<file path="src/rtl/udt_pkg.sv">
// ----------------------------------------------------------------------------
// udt_pkg
// Shared definitions for the UDT transmit-path arbiter slice.
//   DATA_W         : payload width of every stream in the slice (64)
//   KEEP_W         : byte-enable width (8)
//   MAX_BEATS_DEF  : default longest legal packet, in beats (190)
//   arb_state_t    : arbiter FSM states IDLE, GNT0, GNT1, DRAIN0, DRAIN1
// ----------------------------------------------------------------------------
package udt_pkg;

   localparam int DATA_W        = 64;
   localparam int KEEP_W        = 8;
   localparam int MAX_BEATS_DEF = 190;

   typedef enum logic [2:0] {
      IDLE   = 3'd0,
      GNT0   = 3'd1,
      GNT1   = 3'd2,
      DRAIN0 = 3'd3,
      DRAIN1 = 3'd4
   } arb_state_t;

endpackage

</file>
<file path="src/rtl/udt_tx_arbiter_if.sv">
// ----------------------------------------------------------------------------
// udt_tx_arbiter_if
// AXI-Stream-style beat bundle used for both arbiter inputs and its output.
//   tdata  : DATA_W payload
//   tkeep  : KEEP_W byte enables
//   tvalid : beat valid
//   tlast  : last beat of the packet
//   tready : sink accepts the beat when high together with tvalid
// Modports:
//   master : drives tdata/tkeep/tvalid/tlast, samples tready
//   slave  : samples tdata/tkeep/tvalid/tlast, drives tready
// ----------------------------------------------------------------------------
interface udt_tx_arbiter_if;
   import udt_pkg::*;

   logic [DATA_W-1:0] tdata;
   logic [KEEP_W-1:0] tkeep;
   logic              tvalid;
   logic              tlast;
   logic              tready;

   modport master (
      output tdata,
      output tkeep,
      output tvalid,
      output tlast,
      input  tready
   );

   modport slave (
      input  tdata,
      input  tkeep,
      input  tvalid,
      input  tlast,
      output tready
   );

endinterface

</file>
<file path="src/rtl/udt_axis_reg.sv">
// ----------------------------------------------------------------------------
// udt_axis_reg
// Single-stage registered output for the arbiter. The register may take a new
// beat whenever it is empty or its current beat leaves this cycle; that
// condition is exported as adv so the arbiter can gate the granted source.
// Ports:
//   clk, rst_n             : clock, asynchronous active-low reset
//   load                   : capture in_data/in_keep/in_last this cycle
//   in_data/in_keep/in_last: beat to capture
//   out_ready              : downstream ready
//   out_data/out_keep/out_valid/out_last : registered beat
//   adv                    : !out_valid || out_ready (combinational)
// ----------------------------------------------------------------------------
module udt_axis_reg
   import udt_pkg::*;
(
   input  logic              clk,
   input  logic              rst_n,
   input  logic              load,
   input  logic [DATA_W-1:0] in_data,
   input  logic [KEEP_W-1:0] in_keep,
   input  logic              in_last,
   input  logic              out_ready,
   output logic [DATA_W-1:0] out_data,
   output logic [KEEP_W-1:0] out_keep,
   output logic              out_valid,
   output logic              out_last,
   output logic              adv
);

   // The slot frees up in the same cycle the downstream takes the beat, so a
   // streaming source sees no bubble between consecutive beats.
   assign adv = !out_valid || out_ready;

   // A new beat always wins over draining; valid only drops when the held beat
   // leaves and nothing replaces it. Payload is left as-is when valid drops.
   always_ff @(posedge clk or negedge rst_n) begin
      if (!rst_n) begin
         out_data  <= '0;
         out_keep  <= '0;
         out_last  <= 1'b0;
         out_valid <= 1'b0;
      end else if (load) begin
         out_data  <= in_data;
         out_keep  <= in_keep;
         out_last  <= in_last;
         out_valid <= 1'b1;
      end else if (out_ready) begin
         out_valid <= 1'b0;
      end
   end

endmodule

</file>
<file path="src/rtl/udt_tx_arbiter.sv">
// ----------------------------------------------------------------------------
// udt_tx_arbiter
// Two-to-one whole-packet arbiter in front of the UDT keep/byte-order reversal
// stage. Channel 0 carries data packets, channel 1 control packets
// (ACK/NAK/keep-alive). A packet, once granted, owns the output until its
// tlast beat is accepted, so beats of the two channels never interleave.
// Packets longer than MAX_BEATS are cut: the MAX_BEATS-th beat goes out with
// tlast forced, trunc_err pulses, and the rest of the source packet is
// swallowed in a DRAIN state.
//
// Parameters:
//   MAX_BEATS : longest legal packet in beats
//   CNT_W     : width of the per-channel packet counters
// Ports:
//   core_clk, core_rst_n     : clock, asynchronous active-low reset
//   ch0, ch1 (slave)         : data / control packet sources
//   out (master)             : registered output stream
//   ch0_pkt_cnt, ch1_pkt_cnt : completed packets per channel (wrapping)
//   trunc_err                : one-cycle pulse per force-terminated packet
//
// Build option:
//   CTRL_PRIORITY_EN : when defined, channel 1 wins every contested
//                      arbitration and the round-robin pointer is ignored;
//                      otherwise contested arbitrations alternate.
// ----------------------------------------------------------------------------
module udt_tx_arbiter
   import udt_pkg::*;
#(
   parameter int MAX_BEATS = MAX_BEATS_DEF,
   parameter int CNT_W     = 16
)(
   input  logic              core_clk,
   input  logic              core_rst_n,
   udt_tx_arbiter_if.slave   ch0,
   udt_tx_arbiter_if.slave   ch1,
   udt_tx_arbiter_if.master  out,
   output logic [CNT_W-1:0]  ch0_pkt_cnt,
   output logic [CNT_W-1:0]  ch1_pkt_cnt,
   output logic              trunc_err
);

   localparam int BC_W = $clog2(MAX_BEATS + 1);
   localparam logic [BC_W-1:0] BEAT_LIMIT = BC_W'(MAX_BEATS - 1);

   arb_state_t        state;
   arb_state_t        state_nxt;
   logic              rr_ptr;
   logic              rr_nxt;
   logic [BC_W-1:0]   beat_cnt;
   logic [BC_W-1:0]   beat_nxt;
   logic              trunc_nxt;
   logic              pkt_done0;
   logic              pkt_done1;

   logic              sel1;
   logic              src_rdy;
   logic              adv;
   logic              load;
   logic              ld_last;

   logic              g_valid;
   logic              g_last;
   logic [DATA_W-1:0] g_data;
   logic [KEEP_W-1:0] g_keep;

   // Winner of one arbitration round given both valids and the preferred
   // channel. A lone requester always wins; only ties consult the preference.
   function automatic arb_state_t arb_pick(input logic v0, input logic v1,
                                           input logic ptr);
      arb_state_t pick;
      pick = IDLE;
      if (v0 && v1) begin
`ifdef CTRL_PRIORITY_EN
         pick = GNT1;
`else
         pick = ptr ? GNT1 : GNT0;
`endif
      end else if (v0) begin
         pick = GNT0;
      end else if (v1) begin
         pick = GNT1;
      end
      return pick;
   endfunction

   // Both the granted and the draining state of a channel look at the same
   // source, so one select steers the input mux and the tready fan-out.
   assign sel1    = (state == GNT1) || (state == DRAIN1);
   assign g_valid = sel1 ? ch1.tvalid : ch0.tvalid;
   assign g_last  = sel1 ? ch1.tlast  : ch0.tlast;
   assign g_data  = sel1 ? ch1.tdata  : ch0.tdata;
   assign g_keep  = sel1 ? ch1.tkeep  : ch0.tkeep;

   assign ch0.tready = src_rdy && !sel1;
   assign ch1.tready = src_rdy && sel1;

   // Next-state and datapath control. A packet end (real tlast or truncation)
   // flips the round-robin pointer; a real end re-arbitrates in the same cycle
   // using the flipped pointer so back-to-back packets run without a bubble.
   // Truncation instead parks in DRAINx, where the source is always ready and
   // nothing is loaded, until the source's own tlast goes by.
   always_comb begin
      state_nxt = state;
      rr_nxt    = rr_ptr;
      beat_nxt  = beat_cnt;
      trunc_nxt = 1'b0;
      pkt_done0 = 1'b0;
      pkt_done1 = 1'b0;
      src_rdy   = 1'b0;
      load      = 1'b0;
      ld_last   = 1'b0;
      case (state)
         IDLE: begin
            state_nxt = arb_pick(ch0.tvalid, ch1.tvalid, rr_ptr);
         end
         GNT0, GNT1: begin
            src_rdy = adv;
            if (g_valid && adv) begin
               load    = 1'b1;
               ld_last = g_last;
               if (g_last) begin
                  beat_nxt  = '0;
                  rr_nxt    = !sel1;
                  pkt_done0 = !sel1;
                  pkt_done1 = sel1;
                  state_nxt = arb_pick(ch0.tvalid, ch1.tvalid, !sel1);
               end else if (beat_cnt == BEAT_LIMIT) begin
                  ld_last   = 1'b1;
                  trunc_nxt = 1'b1;
                  beat_nxt  = '0;
                  rr_nxt    = !sel1;
                  state_nxt = sel1 ? DRAIN1 : DRAIN0;
               end else begin
                  beat_nxt = beat_cnt + 1'b1;
               end
            end
         end
         DRAIN0, DRAIN1: begin
            src_rdy = 1'b1;
            if (g_valid && g_last) begin
               state_nxt = arb_pick(ch0.tvalid, ch1.tvalid, rr_ptr);
            end
         end
         default: begin
            state_nxt = IDLE;
         end
      endcase
   end

   // Control state: FSM, arbitration pointer, in-packet beat count and the
   // truncation pulse, which lines up with the forced-tlast beat on the output.
   always_ff @(posedge core_clk or negedge core_rst_n) begin
      if (!core_rst_n) begin
         state     <= IDLE;
         rr_ptr    <= 1'b0;
         beat_cnt  <= '0;
         trunc_err <= 1'b0;
      end else begin
         state     <= state_nxt;
         rr_ptr    <= rr_nxt;
         beat_cnt  <= beat_nxt;
         trunc_err <= trunc_nxt;
      end
   end

   // Per-channel completed-packet counters; truncated packets are not counted
   // and the counters simply wrap.
   always_ff @(posedge core_clk or negedge core_rst_n) begin
      if (!core_rst_n) begin
         ch0_pkt_cnt <= '0;
         ch1_pkt_cnt <= '0;
      end else begin
         if (pkt_done0) begin
            ch0_pkt_cnt <= ch0_pkt_cnt + 1'b1;
         end
         if (pkt_done1) begin
            ch1_pkt_cnt <= ch1_pkt_cnt + 1'b1;
         end
      end
   end

   udt_axis_reg u_out_reg (
      .clk       (core_clk),
      .rst_n     (core_rst_n),
      .load      (load),
      .in_data   (g_data),
      .in_keep   (g_keep),
      .in_last   (ld_last),
      .out_ready (out.tready),
      .out_data  (out.tdata),
      .out_keep  (out.tkeep),
      .out_valid (out.tvalid),
      .out_last  (out.tlast),
      .adv       (adv)
   );

endmodule

</file>
<file path="src/flat_wrapper.sv">
// flat-port wrapper written by rule: the top's interface ports become plain ports
module udt_tx_arbiter_flat import udt_pkg::*;
#(
   parameter int MAX_BEATS = MAX_BEATS_DEF,
   parameter int CNT_W     = 16
)
  (core_clk, core_rst_n, ch0_pkt_cnt, ch1_pkt_cnt, trunc_err, ch0_tdata, ch0_tkeep, ch0_tvalid, ch0_tlast, ch0_tready, ch1_tdata, ch1_tkeep, ch1_tvalid, ch1_tlast, ch1_tready, out_tdata, out_tkeep, out_tvalid, out_tlast, out_tready);
  udt_tx_arbiter_if ch0_i ();
  udt_tx_arbiter_if ch1_i ();
  udt_tx_arbiter_if out_i ();
  input  logic core_clk;
  input  logic core_rst_n;
  output logic [CNT_W-1:0] ch0_pkt_cnt;
  output logic [CNT_W-1:0] ch1_pkt_cnt;
  output logic trunc_err;
  input wire logic [$bits(ch0_i.tdata)-1:0] ch0_tdata;
  input wire logic [$bits(ch0_i.tkeep)-1:0] ch0_tkeep;
  input wire logic [$bits(ch0_i.tvalid)-1:0] ch0_tvalid;
  input wire logic [$bits(ch0_i.tlast)-1:0] ch0_tlast;
  output wire logic [$bits(ch0_i.tready)-1:0] ch0_tready;
  input wire logic [$bits(ch1_i.tdata)-1:0] ch1_tdata;
  input wire logic [$bits(ch1_i.tkeep)-1:0] ch1_tkeep;
  input wire logic [$bits(ch1_i.tvalid)-1:0] ch1_tvalid;
  input wire logic [$bits(ch1_i.tlast)-1:0] ch1_tlast;
  output wire logic [$bits(ch1_i.tready)-1:0] ch1_tready;
  output wire logic [$bits(out_i.tdata)-1:0] out_tdata;
  output wire logic [$bits(out_i.tkeep)-1:0] out_tkeep;
  output wire logic [$bits(out_i.tvalid)-1:0] out_tvalid;
  output wire logic [$bits(out_i.tlast)-1:0] out_tlast;
  input wire logic [$bits(out_i.tready)-1:0] out_tready;
  assign ch0_i.tdata = ch0_tdata;
  assign ch0_i.tkeep = ch0_tkeep;
  assign ch0_i.tvalid = ch0_tvalid;
  assign ch0_i.tlast = ch0_tlast;
  assign ch0_tready = ch0_i.tready;
  assign ch1_i.tdata = ch1_tdata;
  assign ch1_i.tkeep = ch1_tkeep;
  assign ch1_i.tvalid = ch1_tvalid;
  assign ch1_i.tlast = ch1_tlast;
  assign ch1_tready = ch1_i.tready;
  assign out_tdata = out_i.tdata;
  assign out_tkeep = out_i.tkeep;
  assign out_tvalid = out_i.tvalid;
  assign out_tlast = out_i.tlast;
  assign out_i.tready = out_tready;
  udt_tx_arbiter #(.MAX_BEATS(MAX_BEATS), .CNT_W(CNT_W)) u_core (.core_clk(core_clk), .core_rst_n(core_rst_n), .ch0(ch0_i), .ch1(ch1_i), .out(out_i), .ch0_pkt_cnt(ch0_pkt_cnt), .ch1_pkt_cnt(ch1_pkt_cnt), .trunc_err(trunc_err));
endmodule
</file>
<file path="config.mk">
export PLATFORM = sky130hd
export DESIGN_NAME = udt_tx_arbiter_flat
export DESIGN_NICKNAME = d
export VERILOG_FILES = /design/src/rtl/udt_pkg.sv /design/src/rtl/udt_tx_arbiter_if.sv /design/src/rtl/udt_axis_reg.sv /design/src/rtl/udt_tx_arbiter.sv /design/src/flat_wrapper.sv
export SDC_FILE = /design/constraint.sdc
export NUM_CORES = 1
export LEC_CHECK = 0
export CORE_MARGIN = 3
export CORE_UTILIZATION = 40
export CTS_BUF_LIST = sky130_fd_sc_hd__clkbuf_8
export CTS_CLUSTER_DIAMETER = 150
export CTS_CLUSTER_SIZE = 14
export DETAILED_ROUTE_END_ITERATION = 10
export MAX_ROUTING_LAYER = met4
export PLACE_DENSITY = 0.8
export REMOVE_ABC_BUFFERS = 1
export SETUP_SLACK_MARGIN = 0.1
export SYNTH_ARGS = -nofsm -noshare
export SYNTH_HDL_FRONTEND = slang
export SYNTH_SLANG_ARGS = --single-unit
</file>
<file path="constraint.sdc">
create_clock -name core_clk -period 2.16 [get_ports core_clk]
set_input_delay 0.54 -clock core_clk [delete_from_list [all_inputs] [get_ports core_clk]]
set_output_delay 0.54 -clock core_clk [all_outputs]
set_load 0.01 [all_outputs]
</file>
==> results.py <==
metrics = {
    "routing": {
        "drt_iter0_drc": 407,
        "vias_per_cell": 5.09,
        "vias": 5594,
        "wirelength_mm": 17.9,
        "drc": 0,
        "wl_per_cell_um": 16.3,
        "ant_nets": 0,
        "drtPass1Iterations": 5,
    },
    "global_routing": {
        "grt_pass1_wl_mm": 29.0,
        "grt_usage": 0.238,
        "grt-ovfl-total": 0,
        "grt_max_degree": 120,
        "antenna_found_initial": 0,
        "grt_pass1_vias": 5485,
    },
    "sta": {
        "relSlewSlack": 0.558,
        "fin_crit_ns": 1.99,
        "fin_skew_ns": 0.00904,
        "maxClockFrequency_mhz": 501,
        "setup_ws_ns": 0.166,
        "setup_viol": 0,
        "rsz0062_at_grt": "true",
        "drv_slew": 0,
        "worst_pin_slew_ns": 0.663,
        "finalHoldViolCount": 0,
        "period_share": 0.923,
    },
    "synthesis": {
        "ys_types": 47,
        "synth_top_cell_by_area": "dfrtp_1",
        "synth_top_cells_by_area": "dfrtp_1 (53%), nand2_1 (11%), a31oi_1 (8.2%)",
        "ys_seq_elements": 119,
        "synthTopCellsByCount": "nand2_1 (168), dfrtp_1 (119), nor2_1 (91)",
        "synth_edf_count": 0,
        "syn_area_mm2": 0.00565,
        "synthFlopType": "dfrtp_1",
        "synth_top_area_frac": 0.527,
        "ys_async_sr_fraction": 1.00,
        "synth_warnings": 0,
        "yosysMostFrequentCell": "nand2_1",
        "synthesis.instances": 639,
        "ys_seq_area_frac": 0.527,
        "syn-mean-instance-area_um2": 8.84,
    },
    "power": {
        "netSwitchingFraction": 0.378,
        "power_density_mw_per_mm2": 1250,
        "clock_power_share": 0.172,
        "peakVddDrop_mv": 0.623,
        "leakagePower_nw": 3.84,
        "p_comb_frac": 0.508,
        "p_int_mw": 6.98,
        "p_total_mw": 11.2,
        "switchingPower_mw": 4.23,
        "sequentialPowerShare": 0.320,
    },
    "die": {
        "die_w_um": 125,
        "start_util": 0.418,
        "dieArea_mm2": 0.0156,
        "io_pins": 260,
        "core_area_mm2": 0.0135,
        "die_h_um": 125,
        "rows": 42,
    },
    "run": {
        "maxCapViolCount": 0,
    },
    "layout": {
        "area_delta_synth_final_pct": 59.2,
        "nets": 1064,
        "n_antenna_cell": 0,
        "drive_gt1_frac": 0.0911,
        "finish.utilization": 0.666,
        "stdcell_area_mm2": 0.00899,
    },
    "worst_setup_path": {
        "cp.required_ns": 1.62,
        "worstRegToRegCells": 7,
        "r2r_slack_ns": 0.22,
        "worstPathMaxFanout": 6,
        "reg2reg_to": "u_core.state[2]$_DFFE_PN0P_",
        "cp-start-kind": "flop",
        "worst-path-buf-inv": 1,
        "slowest_stage": "clkdlybuf4s50_1",
        "worstSetupPathType": "flop to output port",
        "slowest_delay_ns": 0.58,
        "r2r_start": "u_core.state[1]$_DFFE_PN0P_",
        "crit_family": "buffers and inverters",
        "worst_ep_arrival_time_ns": 1.45,
        "path_cells": "clkdlybuf4s50_1",
        "endpoint_kind": "output port",
    },
    "clock_tree": {
        "hold_buffers": 0,
        "htree_levels": 4,
        "cts_tree": "done",
        "cts_made_buffers": 17,
        "clkLatencyLatePin_ns": 0.44,
        "cts_buffer_depth": 2,
        "ctsRootBufferMaster": "clkbuf_8",
        "path_clk_slew_ns": 0.07,
        "cts_sinks": 119,
    },
    "placement": {
        "port_buffers": 259,
        "place_congestion": 0.879,
        "dp_slack_ns": -0.273,
        "place.detailed.hpwl_mm": 12.8,
        "placed_area_mm2": 0.00857,
    },
    "min_path": {
        "hp-class": "input pin to async pin",
    },
    "outcome": {
        "run_status": "completed",
    },
}
worst max path at each step:
stage                                 startpoint                        endpoint  slack, ns  cells after the start
2_1_floorplan        u_core.state[0]$_DFFE_PN0P_  u_core.beat_cnt[2]$_DFFE_PN0P_      -1.91                      6
3_3_place_gp                          out_tready                      ch1_tready      -0.27                      6
3_5_place_dp                          out_tready                      ch1_tready      -0.27                      6
4_1_cts                               out_tready                      ch0_tready       0.05                      5
5_1_grt              u_core.state[2]$_DFFE_PN0P_                      ch1_tready       0.09                      4
6_report       u_core.ch1_pkt_cnt[4]$_DFFE_PN0P_                  ch1_pkt_cnt[4]       0.17                      1
through the flow:
stage / TNS (ns) / hold slack, ns / std cells
floorplan: -157.56 / 0.244 / 600
global placement: -2.81 / 0.458 / 1064
detailed placement: -3.50 / 0.461 / 1064
CTS: 0 / 0.208 / 1097
global route: 0 / 0.211 / 1098
finish: 0 / 0.149 / 1098
cell usage in the layout, fill, tap and decap left out, types with 13 or more instances in the layout:
cell type        synthesis  routed
nand2_1                168     168
xnor2_1                 19      18
o21ai_0                 13      13
nand3_1                 15      15
buf_4                    2      25
xor2_1                  13      13
clkbuf_8                 0      19
dfrtp_1                119     113
a31oi_1                 74      74
clkdlybuf4s50_1          0     255
nor2_1                  91      90
timing repair:
item	in CTS	in global routing
endpoints found under the setup margin	3	36
resized for setup	10	7
pin swaps	1	3
buffers inserted	1	1
metal layers:
| metal | vias up | global-route usage | part of all wire |
|---|---|---|---|
| met5 | - | - | 0 |
| met4 | 0 | 0.0912 | 0.027 |
| met3 | 40 | 0.0549 | 0.059 |
| met2 | 213 | 0.377 | 0.49 |
| met1 | 2636 | 0.298 | 0.42 |
| li1 | 2705 | - | - |
power groups by stage:
| stage | combinational (mW) | sequential, mW | clock (mW) |
|---|---|---|---|
| floorplan | 2.34 | 3.95 | 0 |
| global placement | 5.55 | 3.60 | 0 |
| detailed placement | 5.65 | 3.63 | 0 |
| CTS | 5.70 | 3.59 | 1.98 |
| global route | 6.24 | 3.71 | 2.08 |
| finish | 5.70 | 3.59 | 1.93 |
area by class of cell:
class | count | area (µm²)
timing repair buffer | 290 | 2890
clock buffer | 19 | 262
fill | 1133 | 4510
clock inverter | 13 | 115
sequential | 119 | 2990
tap | 176 | 220
multi-input combinational | 475 | 2490
inverter | 6 | 22.5
registers in the layout, indices dropped and copies added (netlist names):
register	flops
u_core.u_out_reg.out_data	64
u_core.ch0_pkt_cnt	16
u_core.ch1_pkt_cnt	16
u_core.beat_cnt	8
u_core.u_out_reg.out_keep	8
u_core.state	3
u_core.rr_ptr	1
u_core.trunc_err	1
u_core.u_out_reg.out_last	1
u_core.u_out_reg.out_valid	1
kinds of logic (layout without fill, tap and decap cells):
logic type	count (synthesis)	count (layout)	share of synthesized area
buffers and inverters	45	328	0.0352
xor gates and xnor gates	32	32	0.0496
AOI/OAI and AO/OA	115	115	0.130
adders and majority gates	4	4	0.00886
DFF	119	119	0.527
muxes	4	4	0.00775
and+or+nand+nor	320	320	0.241
(Power assumes the default switching activity.)
